===== src/rtl/approx_pkg.sv =====
// approx_pkg -- shared state encoding and default sizing for the approximate-adder error monitor.
// rev 1.0
`default_nettype none

package approx_pkg;

  localparam int N_DEF        = 16;
  localparam int LOG2_WIN_DEF = 8;

  typedef enum logic [0:0] {
    ACCUM  = 1'b0,
    REPORT = 1'b1
  } state_e;

endpackage

`default_nettype wire


===== src/rtl/error_distance.sv =====
// error_distance -- unsigned absolute difference between exact and approximate sums.
// rev 1.0
`default_nettype none

module error_distance #(
  parameter int N = 16
) (
  input  logic [N:0] exact,
  input  logic [N:0] approx,
  output logic [N:0] ed
);

  assign ed = (exact >= approx) ? (exact - approx) : (approx - exact);

endmodule

`default_nettype wire


===== src/rtl/approx_error_monitor.sv =====
// approx_error_monitor -- windowed error statistics (count, max, sum of ED) for an approximate adder.
// rev 1.0
`default_nettype none

module approx_error_monitor
  import approx_pkg::*;
#(
  parameter int N        = N_DEF,
  parameter int LOG2_WIN = LOG2_WIN_DEF
) (
  input  logic                    clk,
  input  logic                    rst,
  input  logic                    in_valid,
  output logic                    in_ready,
  input  logic [N-1:0]            x,
  input  logic [N-1:0]            y,
  input  logic [N:0]              sum_approx,
  output logic                    res_valid,
  input  logic                    res_ready,
  output logic [LOG2_WIN:0]       err_count,
  output logic [N:0]              max_ed,
  output logic [N+LOG2_WIN:0]     sum_ed
);

  localparam int WIN = 1 << LOG2_WIN;
  localparam int CW  = LOG2_WIN + 1;
  localparam int SW  = N + 1 + LOG2_WIN;

  state_e          state_q, state_d;
  logic [CW-1:0]   acc_cnt_q, acc_cnt_d;
  logic            s1_valid_q;
  logic [N:0]      s1_exact_q, s1_approx_q;
  logic [CW-1:0]   err_q, err_d;
  logic [N:0]      max_q, max_d;
  logic [SW-1:0]   sum_q, sum_d;

  logic            accept;
  logic            last_acc;
  logic [N:0]      ed;

  assign in_ready  = (state_q == ACCUM) && (acc_cnt_q < CW'(WIN));
  assign accept    = in_valid && in_ready;
  assign res_valid = (state_q == REPORT);
  assign err_count = err_q;
  assign max_ed    = max_q;
  assign sum_ed    = sum_q;

  // S1 holds the last accepted sample only once the full window has been taken.
  assign last_acc  = s1_valid_q && (acc_cnt_q == CW'(WIN));

  error_distance #(.N(N)) u_ed (
    .exact  (s1_exact_q),
    .approx (s1_approx_q),
    .ed     (ed)
  );

  always_ff @(posedge clk) begin
    if (rst) begin
      state_q     <= ACCUM;
      acc_cnt_q   <= '0;
      s1_valid_q  <= 1'b0;
      s1_exact_q  <= '0;
      s1_approx_q <= '0;
      err_q       <= '0;
      max_q       <= '0;
      sum_q       <= '0;
    end else begin
      state_q    <= state_d;
      acc_cnt_q  <= acc_cnt_d;
      s1_valid_q <= accept;
      err_q      <= err_d;
      max_q      <= max_d;
      sum_q      <= sum_d;
      if (accept) begin
        s1_exact_q  <= {1'b0, x} + {1'b0, y};
        s1_approx_q <= sum_approx;
      end
    end
  end

  always_comb begin
    state_d   = state_q;
    acc_cnt_d = acc_cnt_q;
    err_d     = err_q;
    max_d     = max_q;
    sum_d     = sum_q;
    case (state_q)
      ACCUM: begin
        if (accept) begin
          acc_cnt_d = acc_cnt_q + CW'(1);
        end
        if (s1_valid_q) begin
          err_d = err_q + CW'(ed != '0);
          max_d = (ed > max_q) ? ed : max_q;
          sum_d = sum_q + SW'(ed);
        end
        if (last_acc) begin
          state_d = REPORT;
        end
      end
      REPORT: begin
        if (res_ready) begin
          state_d   = ACCUM;
          acc_cnt_d = '0;
          err_d     = '0;
          max_d     = '0;
          sum_d     = '0;
        end
      end
      default: state_d = ACCUM;
    endcase
  end

endmodule

`default_nettype wire


===== config.mk =====
export PLATFORM = sky130hd
export DESIGN_NAME = approx_error_monitor
export DESIGN_NICKNAME = d
export VERILOG_FILES = /design/src/rtl/approx_pkg.sv /design/src/rtl/error_distance.sv /design/src/rtl/approx_error_monitor.sv
export SDC_FILE = /design/constraint.sdc
export NUM_CORES = 1
export LEC_CHECK = 0
export CAP_MARGIN = 20
export CORE_UTILIZATION = 51
export DETAILED_ROUTE_END_ITERATION = 7
export GPL_TIMING_DRIVEN = 0
export PLACE_DENSITY = 0.89
export SYNTH_ARGS = -nofsm -noshare
export SYNTH_HDL_FRONTEND = slang
export SYNTH_HIERARCHICAL = 1
export SYNTH_SLANG_ARGS = --single-unit

===== constraint.sdc =====
create_clock -name clk -period 3.8 [get_ports clk]
set_clock_uncertainty 0.15 [all_clocks]
set_input_delay 0.76 -clock clk [delete_from_list [all_inputs] [get_ports clk]]
set_output_delay 0.76 -clock clk [all_outputs]
set_load 0.005 [all_outputs]

==> After elaboration in Yosys (flattened, before gate mapping) <==
Cells that the tools add are included.
{ "totals": {"register_bits": 96, "in_bits": 53, "out_inout_bits": 53, "elab_cells": 46} }
{ "op_classes": {"n_addsub": 6, "magnitude_cmp": 3, "eq_ne": 5, "n_mux": 16, "bitwise": 1, "n_reduce_logical": 7} }
{ "op_table": {"columns": ["op", "n"], "rows": [
  ["$mux 17", 4],
  ["$mux 25", 2],
  ["$pmux 25 s2", 1],
  ["$pmux 9 s2", 2],
  ["$pmux 17 s2", 1],
  ["$sub 17x17->17", 2],
  ["$mux 9", 3],
  ["$add 25x17->25", 1],
  ["$add 16x16->17", 1],
  ["$ge 17x17->1", 1],
  ["$gt 17x17->1", 1],
  ["$reduce_bool 17->1", 1],
  ["$add 9x1->9", 1],
  ["$add 9x1->9 const B", 1],
  ["$eq 9x9->1 const B", 1],
  ["$lt 9x9->1 const B", 1],
  ["$ne 2x2->1 const B", 3],
  ["$reduce_and 2->1", 2],
  ["$logic_and 1x1->1", 3],
  ["$reduce_and 3->1", 1],
  ["$mux 1", 2],
  ["$ne 2x1->1 const B", 1],
  ["$pmux 1 s2", 1],
  ["$not 1->1", 1]
]} }

==> Logic depth before layout (Yosys ltp) <==
Gate-level depths: netlist of run 1.
{ "depth": {"word_depth": 6, "mapped_depth": 20, "ltp_nobuf": 18} }

==> Cells and area by module <==
Netlist of run 1, hierarchy kept.
{ "by_module_without_submodules": {"columns": ["mod", "n_inst", "cells_each", "area_each_um2", "seq_area_each_um2"], "rows": [
  ["approx_error_monitor", 1, 732, 5703.0, 1921.8],
  ["error_distance", 1, 237, 1634.1, 0.0]
]} }

==> Worst setup path before layout of run 1 <==
No wires, ideal clock.
{ "synth_path": {"path_kind": "register to register", "startpoint": "register s1_exact_q[15]", "endpoint": "register sum_q[24], in the netlist sum_ed[24]", "setup_time_ns": 0.060, "arrival_time_ns": 3.923, "t_required_ns": 3.590, "path_slack_ns": -0.333, "path_stages_with_launch": 18, "n_path_buf": 2, "period_less_slack_ns": 4.133, "path_cell_list": "dfxtp_1 inv_1 ha_1 buf_4 nand4_1 or3_4 o211ai_4 buf_12 mux2i_1 inv_1 fa_1 nand2b_1 a21oi_1 a21oi_2 o21ai_4 a31oi_1 or4_1 nand2_1"} }
{ "synth_via": {"elab_chain_cells": 5} }
{ "synth_rtl": {"columns": ["element", "line_no", "rtl"], "rows": [
  ["start: declaration", "approx_error_monitor.sv:32", "logic [N:0] s1_exact_q, s1_approx_q;"],
  ["start signal: assignment", "approx_error_monitor.sv:75", "s1_exact_q <= {1'b0, x} + {1'b0, y};"],
  ["$ge 17x17->1", "error_distance.sv:13", "assign ed = (exact >= approx) ? (exact - approx) : (approx - exact);"],
  ["$mux 17", "error_distance.sv:13", null],
  ["named net ed[1]", "approx_error_monitor.sv:39", "logic [N:0] ed;"],
  ["$add 25x17->25", "approx_error_monitor.sv:95", "sum_d = sum_q + SW'(ed);"],
  ["$mux 25", "approx_error_monitor.sv:92", "if (s1_valid_q) begin"],
  ["$pmux 25 s2", "approx_error_monitor.sv:87", "case (state_q)"],
  ["end signal: assignment", "approx_error_monitor.sv:73", "sum_q <= sum_d;"],
  ["end: declaration", "approx_error_monitor.sv:35", "logic [SW-1:0] sum_q, sum_d;"]
]} }
The timed path passes the listed nets, and every way through them passes these cells. The select of a mux whose other input is x is not followed.
A chain may end at the register's enable or synchronous reset.

==> Worst setup path after layout of run 1 <==
{ "layout_path": {"startpoint": "register s1_approx_q[8]", "endpoint": "register max_q[10], in the netlist max_ed[10]"} }
{ "layout_via": {"elab_chain_cells": 5} }
{ "layout_rtl": {"columns": ["element", "line_no", "rtl"], "rows": [
  ["start: declaration", "approx_error_monitor.sv:32", null],
  ["start signal: assignment", "approx_error_monitor.sv:76", "s1_approx_q <= sum_approx;"],
  ["$sub 17x17->17 or $ge 17x17->1 (tied branches)", "error_distance.sv:13", null],
  ["$mux 17 *", "error_distance.sv:13", null],
  ["named net ed[15]", "approx_error_monitor.sv:39", null],
  ["$gt 17x17->1 *", "approx_error_monitor.sv:94", "max_d = (ed > max_q) ? ed : max_q;"],
  ["$ne 2x1->1 (no source line) *", null, null],
  ["$reduce_and 3->1 (no source line) *", null, null],
  ["end signal: assignment", "approx_error_monitor.sv:72", "max_q <= max_d;"],
  ["end: declaration", "approx_error_monitor.sv:34", "logic [N:0] max_q, max_d;"]
]} }
Mark *: on every way through the listed nets, which the timed path passes. The rest lies on a longest branch. The select of a mux whose other input is x is not followed.

==> summary.txt, run 1 <==
status - finished, violations left
violated checks - setup timing
Final Hold Fails - 0
endpoint kind of the worst setup timing path - flip-flop
total of max-cap violations - 0
critical path data arrival time - 4.81 ns
post-detailed-placement half-perimeter wirelength - 15900 µm
net total in the final layout - 1332
post-route setup slack - -0.944 ns
Ys Warns - 6
height of the die - 122 µm
post-layout min period - 4.74 ns
maximum count of clock buffers along a single path - 2
non-filler cells, final - 1376
number of port buffers - 105
number of levels the H-tree was split into - 3
Total Routed Length - 31300 µm
most frequent standard cell in the layout excluding fill and tap cells - sky130_fd_sc_hd__nand2_1
worst hold margin - 0.323 ns
initial DRC count - 1287
Power per Cell Area - 643 nW/µm²
synthesized netlist cell count - 969
area growth from synthesis to layout - 51.7%
die width - 122 µm
async set or reset register ratio after synthesis - 0
number of buffers inserted during clock tree synthesis - 9
most frequent cells in the layout - sky130_fd_sc_hd__nand2_1 (125), sky130_fd_sc_hd__a21oi_1 (107), sky130_fd_sc_hd__clkdlybuf4s50_1 (105), sky130_fd_sc_hd__buf_4 (88), sky130_fd_sc_hd__dfxtp_1 (78)
number of flops mapped to enable cells by yosys - 0
Hold/Removal Path Class - reg2reg
antenna violations before repair - 2
# setup viols final - 46
Clock Pin Slew Worst Setup and Hold Paths - 0.07 ns
netlist area before placement - 7340 µm²
io pins - 106
clk_lat worst skew - 0.38 ns
number of clock sinks - 96
most frequently used flop master after synthesis - sky130_fd_sc_hd__dfxtp_1
share of the clock period used by the worst path after layout - 1.25
first-pass GRT wire length - 41100 µm
post-synthesis sequential area ratio - 0.262
gr ovfl total - 0
floorplan row count - 43
Total GRT Usage - 0.357
remaining design rule violation count - 0
Fmax - 211 MHz
syn_nets - 1113
area of the die - 14900 µm²
share of layout cells above drive strength 1 - 0.271
initial core utilization - 0.527
max-slew violation count - 0
pin slew with the least headroom to its limit - 0.878 ns
maximum number of pins on one net before global-route repair - 16
Mapped Avg Cell Area - 7.57 µm²
type of the worst setup path - reg2reg
via count of the first global-routing pass - 8482
total length of routed met2 wires - 14100 µm
number of hold buffers added after CTS - 0
via density per instance - 6.66
wire length on met1 - 10700 µm
number of distinct library cells after synthesis - 65
minimum setup slack after placement - -0.903 ns
via total after detailed routing - 9163
routability congestion estimate from global placement - 0.959
placed cell count - 1254
peak supply drop - 0.336 mV
met3 wire len - 3380 µm
#FFs+latches synth - 96
number of detailed-routing iterations run before antenna repair - 8
RSZ-0062 raised after global routing - true
Fill cells - 765
top routing layer in use - met4
Critical Path Start Type - flip-flop
worst-path maximum fanout - 6
CTS tree - built
headroom to the max-slew limit - 0.408
core area - 13900 µm²
CP required - 3.87 ns
DRT antenna net count - 0
per-cell routed wire length - 22.8 µm
Static Leak - 4.33 nW
cell chosen for the clock root - sky130_fd_sc_hd__clkbuf_16
flip-flops by register name (all words and copies together), names as in the netlist:
name and cells:
s1_approx_q 17, sum_ed 25, s1_exact_q 17, acc_cnt_q 9, s1_valid_q 1, max_ed 17
err_count 9, res_valid 1
layer usage:
layer / vias up / global-route usage
met5: - / 0
met4: 0 / 0.284
met3: 318 / 0.0613
met2: 840 / 0.620
met1: 4163 / 0.381
li1: 3842 / -
power breakdown:
group	internal [mW]	switching [mW]
combinational	2.28	2.63
sequential	1.13	0.158
clock	0.530	0.430
total	3.94	3.22
cell families after synthesis:
group,synth area share
DFF,0.262
xor gates and xnor gates,0.0573
AOI/OAI and AO/OA,0.227
muxes,0.0235
buffers and inverters,0.0662
adders and majority gates,0.159
and+or+nand+nor,0.205
final timing paths:
check	to	startpoint	cells after the start	slack [ns]
hold reg to reg	s1_approx_q[15]$_SDFFE_PP0P_	s1_approx_q[15]$_SDFFE_PP0P_	2	0.32
hold / removal	s1_approx_q[15]$_SDFFE_PP0P_	s1_approx_q[15]$_SDFFE_PP0P_	2	0.32
setup / recovery	max_ed[10]$_SDFFE_PP0P_	s1_approx_q[8]$_SDFFE_PP0P_	19	-0.94
setup reg to reg	max_ed[10]$_SDFFE_PP0P_	s1_approx_q[8]$_SDFFE_PP0P_	19	-0.94
critical path: stages, from the launching register on:
cell and delay, ns:
sky130_fd_sc_hd__dfxtp_1 0.36, sky130_fd_sc_hd__ha_4 0.28, sky130_fd_sc_hd__clkbuf_8 0.14, sky130_fd_sc_hd__buf_4 0.11, sky130_fd_sc_hd__buf_4 0.13, sky130_fd_sc_hd__nand4_1 0.17
sky130_fd_sc_hd__or3_1 0.39, sky130_fd_sc_hd__o21ai_0 0.71, sky130_fd_sc_hd__mux2i_4 0.20, sky130_fd_sc_hd__xnor2_4 0.23, sky130_fd_sc_hd__ha_4 0.29, sky130_fd_sc_hd__nand4_1 0.09
sky130_fd_sc_hd__or3_4 0.44, sky130_fd_sc_hd__nor3_4 0.20, sky130_fd_sc_hd__a21oi_2 0.11, sky130_fd_sc_hd__o21a_1 0.17, sky130_fd_sc_hd__buf_6 0.15, sky130_fd_sc_hd__buf_6 0.14
sky130_fd_sc_hd__nand2_1 0.08, sky130_fd_sc_hd__a21oi_1 0.07
Yosys cell counts, types with 9 or more instances:
cell type,number,area (µm²)
sky130_fd_sc_hd__nand3_1,42,210
sky130_fd_sc_hd__mux2i_1,15,150
sky130_fd_sc_hd__buf_2,9,45.0
sky130_fd_sc_hd__xnor2_1,26,228
sky130_fd_sc_hd__o21bai_1,10,75.1
sky130_fd_sc_hd__xor2_1,22,193
sky130_fd_sc_hd__nor3_1,9,45.0
sky130_fd_sc_hd__a21o_1,14,105
sky130_fd_sc_hd__o21ai_0,50,250
sky130_fd_sc_hd__a21oi_1,139,696
sky130_fd_sc_hd__ha_1,87,1090
sky130_fd_sc_hd__nand4_1,24,150
sky130_fd_sc_hd__dfxtp_1,96,1920
sky130_fd_sc_hd__nor2_1,59,221
sky130_fd_sc_hd__nand2_1,134,503
sky130_fd_sc_hd__clkbuf_1,25,93.8
sky130_fd_sc_hd__inv_1,70,263
cell type report:
type / count / area, µm² / area share
tap: 180 / 225 / 0.0202
clock inverter: 4 / 53.8 / 0.00483
timing repair buffer: 212 / 1960 / 0.176
multi-input combinational: 758 / 6140 / 0.552
buffer: 41 / 285 / 0.0256
clock buffer: 12 / 246 / 0.0221
sequential: 96 / 1950 / 0.175
antenna: 3 / 7.51 / 0.000675
inverter: 70 / 263 / 0.0236
timing repair:
| action | CTS | global route |
|---|---|---|
| gates resized for setup | 165 | 84 |
| buffers inserted | 81 | 24 |
| pin swaps | 55 | 59 |
| setup endpoints to repair | 47 | 45 |
| gates cloned | 3 | 0 |
through the flow:
step           TNS, ns  power, mW   util  area, µm²
5_1_grt         -40.04       7.40  0.798      11100
2_1_floorplan    -1.37       3.16      -       7440
3_3_place_gp    -28.85       3.85  0.626       8720
4_1_cts          -7.96       6.07  0.759      10600
6_report        -33.14       7.16  0.799      11100
3_5_place_dp    -30.05       3.92  0.626       8720
No activity file was read; power rests on OpenSTA's default activity.
==> run 2, diff against run 1 <==
--- a/config.mk
+++ b/config.mk
@@ -9,6 +9,7 @@
 export CORE_UTILIZATION = 51
 export DETAILED_ROUTE_END_ITERATION = 7
 export GPL_TIMING_DRIVEN = 0
+export HOLD_SLACK_MARGIN = 0.08
 export PLACE_DENSITY = 0.89
 export SYNTH_ARGS = -nofsm -noshare
 export SYNTH_HDL_FRONTEND = slang
==> results of run 2 <==
No change in the layout: final DEF, timing and power equal those of run 1.
